File: src/rtl/pipeline_stage_skid.sv
// Two-entry skid-buffered pipeline register with fully registered in_ready.
// Optional perf counters (stall_cnt, bubble_cnt) under `PIPELINE_STAGE_PERF_EN.
module pipeline_stage_skid #(
  parameter int unsigned       DATA_W      = 64,
  parameter logic [DATA_W-1:0] RESET_VALUE = {DATA_W{1'b0}}
) (
  input  logic              clk,
  input  logic              reset,
  input  logic              flush,
  input  logic              in_valid,
  output logic              in_ready,
  input  logic [DATA_W-1:0] in_data,
  output logic              out_valid,
  input  logic              out_ready,
  output logic [DATA_W-1:0] out_data
`ifdef PIPELINE_STAGE_PERF_EN
  ,
  output logic [31:0]       stall_cnt,
  output logic [31:0]       bubble_cnt
`endif
);

  typedef enum logic [1:0] {EMPTY = 2'd0, ONE = 2'd1, TWO = 2'd2} state_e;

  state_e            state_q, state_d;
  logic [DATA_W-1:0] main_q, main_d;
  logic [DATA_W-1:0] skid_q, skid_d;
  logic              in_xfer, out_xfer;

  assign in_xfer  = in_valid && in_ready;
  assign out_xfer = out_valid && out_ready;

  always_ff @(posedge clk) begin
    if (reset) state_q <= EMPTY;
    else       state_q <= state_d;
  end

  always_comb begin
    state_d = state_q;
    if (flush) begin
      state_d = EMPTY;
    end else begin
      case (state_q)
        EMPTY:   if (in_xfer) state_d = ONE;
        ONE:     if (in_xfer && !out_xfer) state_d = TWO;
                 else if (!in_xfer && out_xfer) state_d = EMPTY;
        TWO:     if (out_xfer) state_d = ONE;
        default: state_d = EMPTY;
      endcase
    end
  end

  // Both handshake outputs decode only the state register, so out_ready
  // never reaches in_ready combinationally.
  always_comb begin
    in_ready  = (state_q != TWO);
    out_valid = (state_q != EMPTY);
    out_data  = main_q;
  end

  always_comb begin
    main_d = main_q;
    skid_d = skid_q;
    if (flush) begin
      main_d = RESET_VALUE;
      skid_d = RESET_VALUE;
    end else begin
      case (state_q)
        EMPTY: if (in_xfer) main_d = in_data;
        ONE: begin
          if (in_xfer && out_xfer)  main_d = in_data;
          else if (in_xfer)         skid_d = in_data;
          else if (out_xfer)        main_d = RESET_VALUE;
        end
        TWO: if (out_xfer) begin
          main_d = skid_q;
          skid_d = RESET_VALUE;
        end
        default: begin
          main_d = RESET_VALUE;
          skid_d = RESET_VALUE;
        end
      endcase
    end
  end

  always_ff @(posedge clk) begin
    if (reset) begin
      main_q <= RESET_VALUE;
      skid_q <= RESET_VALUE;
    end else begin
      main_q <= main_d;
      skid_q <= skid_d;
    end
  end

`ifdef PIPELINE_STAGE_PERF_EN
  logic [31:0] stall_q, bubble_q;

  // Counters survive flush; only reset clears them.
  always_ff @(posedge clk) begin
    if (reset) begin
      stall_q  <= '0;
      bubble_q <= '0;
    end else begin
      if (out_valid && !out_ready && (stall_q != 32'hFFFF_FFFF)) stall_q <= stall_q + 32'd1;
      if (!out_valid && (bubble_q != 32'hFFFF_FFFF))             bubble_q <= bubble_q + 32'd1;
    end
  end

  assign stall_cnt  = stall_q;
  assign bubble_cnt = bubble_q;
`else
  // Counters absent in this build.
`endif

endmodule
File: config.mk
export PLATFORM = sky130hd
export DESIGN_NAME = pipeline_stage_skid
export DESIGN_NICKNAME = d
export VERILOG_FILES = /design/src/rtl/pipeline_stage_skid.sv
export SDC_FILE = /design/constraint.sdc
export NUM_CORES = 1
export LEC_CHECK = 0
export ABC_AREA = 1
export CELL_PAD_IN_SITES_DETAIL_PLACEMENT = 1
export CELL_PAD_IN_SITES_GLOBAL_PLACEMENT = 1
export CORE_ASPECT_RATIO = 0.7
export CORE_UTILIZATION = 38
export DETAILED_ROUTE_END_ITERATION = 7
export GPL_TIMING_DRIVEN = 1
export PLACE_DENSITY_LB_ADDON = 0.1
export SLEW_MARGIN = 10
export SYNTH_ARGS = -nofsm -noshare
export SYNTH_HDL_FRONTEND = slang
export SYNTH_SLANG_ARGS = --single-unit
File: constraint.sdc
create_clock -name clk -period 2.1 [get_ports clk]
set_clock_uncertainty 0.05 [all_clocks]
set_input_delay 0.42 -clock clk [delete_from_list [all_inputs] [get_ports clk]]
set_output_delay 0.42 -clock clk [all_outputs]
set_load 0.005 [all_outputs]
==> results.yml, run 1 <==
finish:
  ff_latch_area_um2: 2610
  utilization: 0.544
  synthToLayoutAreaGrowth_pct: 36.6
  layout-drive-gt1-share: 0.0709
  fill_cells: 2081
  final_nets: 1186
  multiInputGateArea_um2: 3060
worst_setup_path:
  r2r_end: "out_data[52]"
  r2r_cells: 8
  critPathMaxFanout: 5
  r2r-start: "state_q[1]"
  worstPathCellList: "inv_2 -> nand2_1 -> clkdlybuf4s50_1"
  worstSetupPathType: "reg2out"
  reg2reg_setup_slack_ps: 380
  critPathSlowestCell: "clkdlybuf4s50_1"
  required_ps: 1630
  cp_slowest_stage_delay_ps: 530
  worstPathArrival_ps: 1570
  end_kind: "output port"
  crit_path_start_kind: "flip-flop"
power:
  p_total_uw: 6580
  p_leak_uw: 0.00360
  power.density_nw_per_um2: 764
  irDropWorstVdd_mv: 0.469
global_route:
  grt_pass1_wl_mm: 34.9
  grt_pass1_vias: 6827
  grt_max_degree: 48
  grt_overflow: 0
  antenna_found_initial: 1
  grt_usage: 0.263
synthesis:
  syn_avg_cell_area_um2: 6.33
  ys_warn_count: 0
  synth_cells: 996
  yosysUniqueCellTypes: 20
  ys_seq_area_frac: 0.413
  synth_area_um2: 6300
  syn_nets: 1065
  ys_seq_elements: 130
clock_tree:
  cts_tree: "yes"
  postCtsHoldBufs: 0
  cts_buffer_depth: 2
  clk_pin_slew_worst_paths_ps: 50
  clkLatencyLatePin_ps: 400
  cts.sinks: 130
  cts-root-buf: "clkbuf_16"
  cts_buffers: 17
  h-tree-depth: 4
floorplan:
  die_width_um: 156
  die_area_um2: 17100
  initial_utilization: 0.398
  fp-row-count: 38
  ios: 135
  core_um2: 15800
  die_y_um: 110
routing:
  via_per_inst: 4.98
  routed_wl_mm: 21.5
  ant_nets: 0
  num_vias: 6713
  drc_errors: 0
  drtIter0Drc: 264
  wire_per_inst_um: 15.9
  drt_first_pass_iters: 4
timing:
  finalHoldWorstSlack_ps: 395
  hold_viol_final: 0
  maxSlewHeadroom: 0.769
  slew_viol_final: 0
  fin_setup_tns_ps: 0
  setup_viol: 0
  min_period_ps: 2040
  timing.final.crit_share: 0.969
  tightest_slew_ps: 347
  rsz0062_at_grt: "false"
  fin_ws_ps: 64.5
  timing.fmax_mhz: 491
place:
  dpl_worst_slack_ps: -11.3
  gp_congestion: 0.773
  hpwl_mm: 14.0
  port_buffers: 134
worst_hold_path:
  hold_start: "skid_q[28]"
  hold_depth: 2
  hold_class: "reg2reg"
  holdPathEnd: "skid_q[28]"
outcome:
  outcome: "completed"
run:
  drv_cap: 0
timing repair:
| action | 4_1_cts | 5_1_grt |
|---|---|---|
| setup endpoints to repair | 1 | 1 |
| resized for setup | 1 | 1 |
| hold endpoints to repair | 0 | 0 |
| buffers inserted | 0 | 0 |
report_power, final:
group          leakage (µW)  switching, µW  total [µW]  internal (µW)
Clock              0.000294           1110        3080           1970
Combinational       0.00225            507         912            404
Sequential          0.00106           41.2        2590           2540
Total               0.00360           1660        6580           4920
cells in the final DEF (no fill, tap or decap):
| master | instances |
|---|---|
| buf_4 | 25 |
| clkinv_2 | 3 |
| clkbuf_1 | 3 |
| buf_12 | 10 |
| clkdlybuf4s50_1 | 134 |
| clkinv_4 | 3 |
| nor2_1 | 123 |
| dfxtp_1 | 129 |
| o211ai_1 | 1 |
| o21ai_2 | 1 |
| nand3_1 | 70 |
| diode_2 | 1 |
| a21oi_1 | 91 |
| clkbuf_16 | 17 |
| nor2_2 | 2 |
| o21ai_1 | 21 |
| o21ai_4 | 1 |
| nand2_4 | 1 |
| inv_2 | 5 |
| a21oi_4 | 1 |
| bufinv_16 | 4 |
| nand2_2 | 1 |
| nor2_4 | 5 |
| nand2_1 | 320 |
| dfxtp_4 | 1 |
| inv_1 | 86 |
| o21ai_0 | 70 |
registers in the layout, indices dropped and copies added, names as in the netlist:
| register | count |
|---|---|
| state_q | 2 |
| out_data | 64 |
| skid_q | 64 |
logic make-up after synthesis:
family,count (synthesis),share of synthesized area
buf+inv,158,0.107
flops,130,0.413
compound gates,186,0.151
simple gates,522,0.329
stage by stage:
| step | std cells | area, µm² |
|---|---|---|
| 2_1_floorplan | 996 | 6300 |
| 3_3_place_gp | 1318 | 8010 |
| 3_5_place_dp | 1318 | 8010 |
| 4_1_cts | 1348 | 8610 |
| 5_1_grt | 1348 | 8610 |
| 6_report | 1349 | 8610 |
synth_stat cells:
library cell | number | area share
dfxtp_1 | 130 | 0.41
nor2_2 | 2 | 0.0020
nor2_4 | 2 | 0.0036
inv_2 | 3 | 0.0018
inv_1 | 88 | 0.052
o211ai_1 | 1 | 0.0012
o21ai_2 | 2 | 0.0028
nand2_2 | 1 | 0.00099
nand2_4 | 1 | 0.0018
nand3_1 | 70 | 0.056
nand2_1 | 320 | 0.19
buf_1 | 2 | 0.0012
a21oi_4 | 1 | 0.0026
a21oi_1 | 91 | 0.072
nor2_1 | 126 | 0.075
clkbuf_1 | 21 | 0.013
buf_2 | 34 | 0.027
o21ai_1 | 21 | 0.017
buf_4 | 10 | 0.012
o21ai_0 | 70 | 0.056
how the worst max path moves through the flow:
stage	startpoint	endpoint	slack [ps]	depth (start not counted)
final	state_q[1]	out_valid	60	3
after global routing	state_q[0]	in_ready	2	3
after CTS	state_q[1]	out_valid	7	3
after detailed placement	in_valid	skid_q[24]	-10	8
after global placement	out_ready	out_data[2]	80	8
after floorplan	state_q[1]	out_data[12]	700	9
cell type report:
cell class,count,share of cell area
well taps,220,0.0320
inverters,91,0.0397
repair buffers,169,0.201
clock inverters,10,0.0187
flip-flops and latches,130,0.303
clock buffers,20,0.0507
diodes,1,0.000291
multi-input cells,708,0.355
worst max-delay path: cells and delay by family (launching register included):
| family | cells | cell delay (ps) |
|---|---|---|
| buf+inv | 2 | 610 |
| flops | 1 | 400 |
| simple gates | 1 | 150 |
layer usage:
metal,track usage,part of all wire,up-vias
met2,0.445,0.46,144
met4,0.0588,0.0067,0
met3,0.0572,0.047,9
met5,0,0,-
met1,0.342,0.49,3196
li1,-,-,3364
Power figures use the tool's default switching activity.
==> run 2, diff against run 1 <==
==> constraint.sdc (replaced) <==
create_clock -name clk -period 2.45 [get_ports clk]
set_clock_uncertainty 0.05 [all_clocks]
set_input_delay 0.49 -clock clk [delete_from_list [all_inputs] [get_ports clk]]
set_output_delay 0.49 -clock clk [all_outputs]
set_load 0.005 [all_outputs]
==> run 2 against run 1 <==
Net effect: non-clock buffer count decreased by 7; combinational power decreased by 17%; global-route usage about the same; worst setup slack improved by 120 ps; via count increased by 0.37%; sequential power decreased by 14%; first-iteration DRC count increased by 14%; critical endpoint is now in_ready; die area unchanged.
==> results.yml, run 2 (synthesized netlist as in run 1, its figures left out) <==
worst_setup_path:
  critPathSlowestCell: "clkdlybuf4s50_1"
  crit_path_start_kind: "flip-flop"
  end_kind: "output port"
  worstSetupPathType: "reg2out"
  r2r_cells: 8
  critPathMaxFanout: 5
  worstPathArrival_ps: 1720
  required_ps: 1910
  worstPathCellList: "inv_2 -> nand2_1 -> clkdlybuf4s50_1"
  cp_slowest_stage_delay_ps: 610
  reg2reg_setup_slack_ps: 670
place:
  hpwl_mm: 13.7
  port_buffers: 134
  gp_congestion: 0.779
clock_tree:
  cts.sinks: 130
  cts_buffer_depth: 2
  cts-root-buf: "clkbuf_16"
  h-tree-depth: 4
  cts_buffers: 17
  cts_tree: "yes"
  clk_pin_slew_worst_paths_ps: 60
  post_cts_buffers: 0
  postCtsHoldBufs: 0
  clkLatencyLatePin_ps: 410
worst_hold_path:
  hold_depth: 2
  hold_class: "reg2reg"
finish:
  layout_common_cells: "nand2_1, clkdlybuf4s50_1, dfxtp_1, nor2_1, a21oi_1"
  layout_commonest_cell: "nand2_1"
  num_antenna_cells: 0
  synthToLayoutAreaGrowth_pct: 33.6
  final_nets: 1179
  layout-drive-gt1-share: 0.0660
power:
  p_leak_uw: 0.00350
  p_clk_frac: 0.441
  p_int_uw: 3890
  switchingPower_uw: 1440
  seqPwrFrac: 0.417
  irDropWorstVdd_mv: 0.542
  comb_power_share: 0.143
  power.density_nw_per_um2: 632
  swShare: 0.270
outcome:
  outcome: "completed"
timing:
  timing.fmax_mhz: 442
  setup_viol: 0
  tightest_slew_ps: 632
  slew_viol_final: 0
  maxSlewHeadroom: 0.579
  fin_setup_tns_ps: 0
  min_period_ps: 2260
  finalHoldWorstSlack_ps: 396
  hold_viol_final: 0
  timing.final.crit_share: 0.923
  rsz0062_at_grt: "false"
routing:
  drtIter0Drc: 300
  ant_nets: 0
  drc_errors: 0
  drt_first_pass_iters: 4
  via_per_inst: 5.02
  wire_per_inst_um: 16.1
  routed_wl_mm: 21.6
  num_vias: 6738
run:
  drv_cap: 0
global_route:
  grt_overflow: 0
  grt_max_degree: 49
  grt_usage: 0.262
  antenna_found_initial: 0
  grt_pass1_wl_mm: 35.0
  grt_pass1_vias: 6777
floorplan:
  core_um2: 15800
  die_width_um: 156
  die_area_um2: 17100
  die_y_um: 110
  ios: 135
  fp-row-count: 38
  initial_utilization: 0.398
run 2: metal layers:
layer / track usage / vias up / share of wire
met5: 0 / - / 0
li1: - / 3355 / -
met4: 0.0630 / 0 / 0.0083
met3: 0.0469 / 18 / 0.043
met1: 0.341 / 3211 / 0.48
met2: 0.452 / 154 / 0.46
run 2: critical path, delay by kind of cell, from the launching register on:
family,cells,cell delay [ps]
AND/OR/NAND/NOR,1,150
buffers and inverters,2,710
flip-flops,1,450
run 2: path summary, 6_finish.rpt:
kind / endpoint / startpoint
setup / recovery: in_ready / state_q[0]
hold reg to reg: skid_q[16] / skid_q[16]
setup reg to reg: out_data[60] / state_q[1]
hold / removal: skid_q[16] / skid_q[16]
run 2: stage by stage:
| stage | setup WS (ps) | power, µW | util | area [µm²] | std cells |
|---|---|---|---|---|---|
| 2_1_floorplan | 992 | 2650 | - | 6300 | 996 |
| 3_3_place_gp | 244 | 3000 | 0.498 | 7890 | 1311 |
| 3_5_place_dp | 137 | 3020 | 0.498 | 7890 | 1311 |
| 4_1_cts | 50.2 | 5370 | 0.532 | 8420 | 1342 |
| 5_1_grt | 125 | 5540 | 0.532 | 8420 | 1342 |
| 6_report | 188 | 5330 | 0.532 | 8420 | 1342 |
run 2: cell type report:
cell class	count	area, µm²
fill	2137	7410
sequential	130	2600
inverter	91	342
multi-input combinational	708	3060
tap	220	275
timing repair buffer	162	1610
clock inverter	11	91.3
clock buffer	20	437
run 2: power by group through the flow:
stage	clock network (µW)	logic, µW	registers, µW
floorplan	0	394	2260
global placement	0	736	2260
detailed placement	0	754	2260
CTS	2390	765	2220
global route	2470	843	2230
finish	2350	759	2220
run 2: what timing repair did:
| item | in CTS | in global routing |
|---|---|---|
| endpoints found under the hold margin | 0 | 0 |
| gates resized for setup | 0 | 1 |
| setup endpoints to repair | 0 | 1 |
==> run 3, diff against run 2 <==
--- a/config.mk
+++ b/config.mk
@@ -13,6 +13,7 @@
 export DETAILED_ROUTE_END_ITERATION = 7
 export GPL_TIMING_DRIVEN = 1
 export PLACE_DENSITY_LB_ADDON = 0.1
+export SKIP_CTS_REPAIR_TIMING = 1
 export SLEW_MARGIN = 10
 export SYNTH_ARGS = -nofsm -noshare
 export SYNTH_HDL_FRONTEND = slang
==> results of run 3 <==
No change in the layout: final DEF, timing and power equal those of run 2.
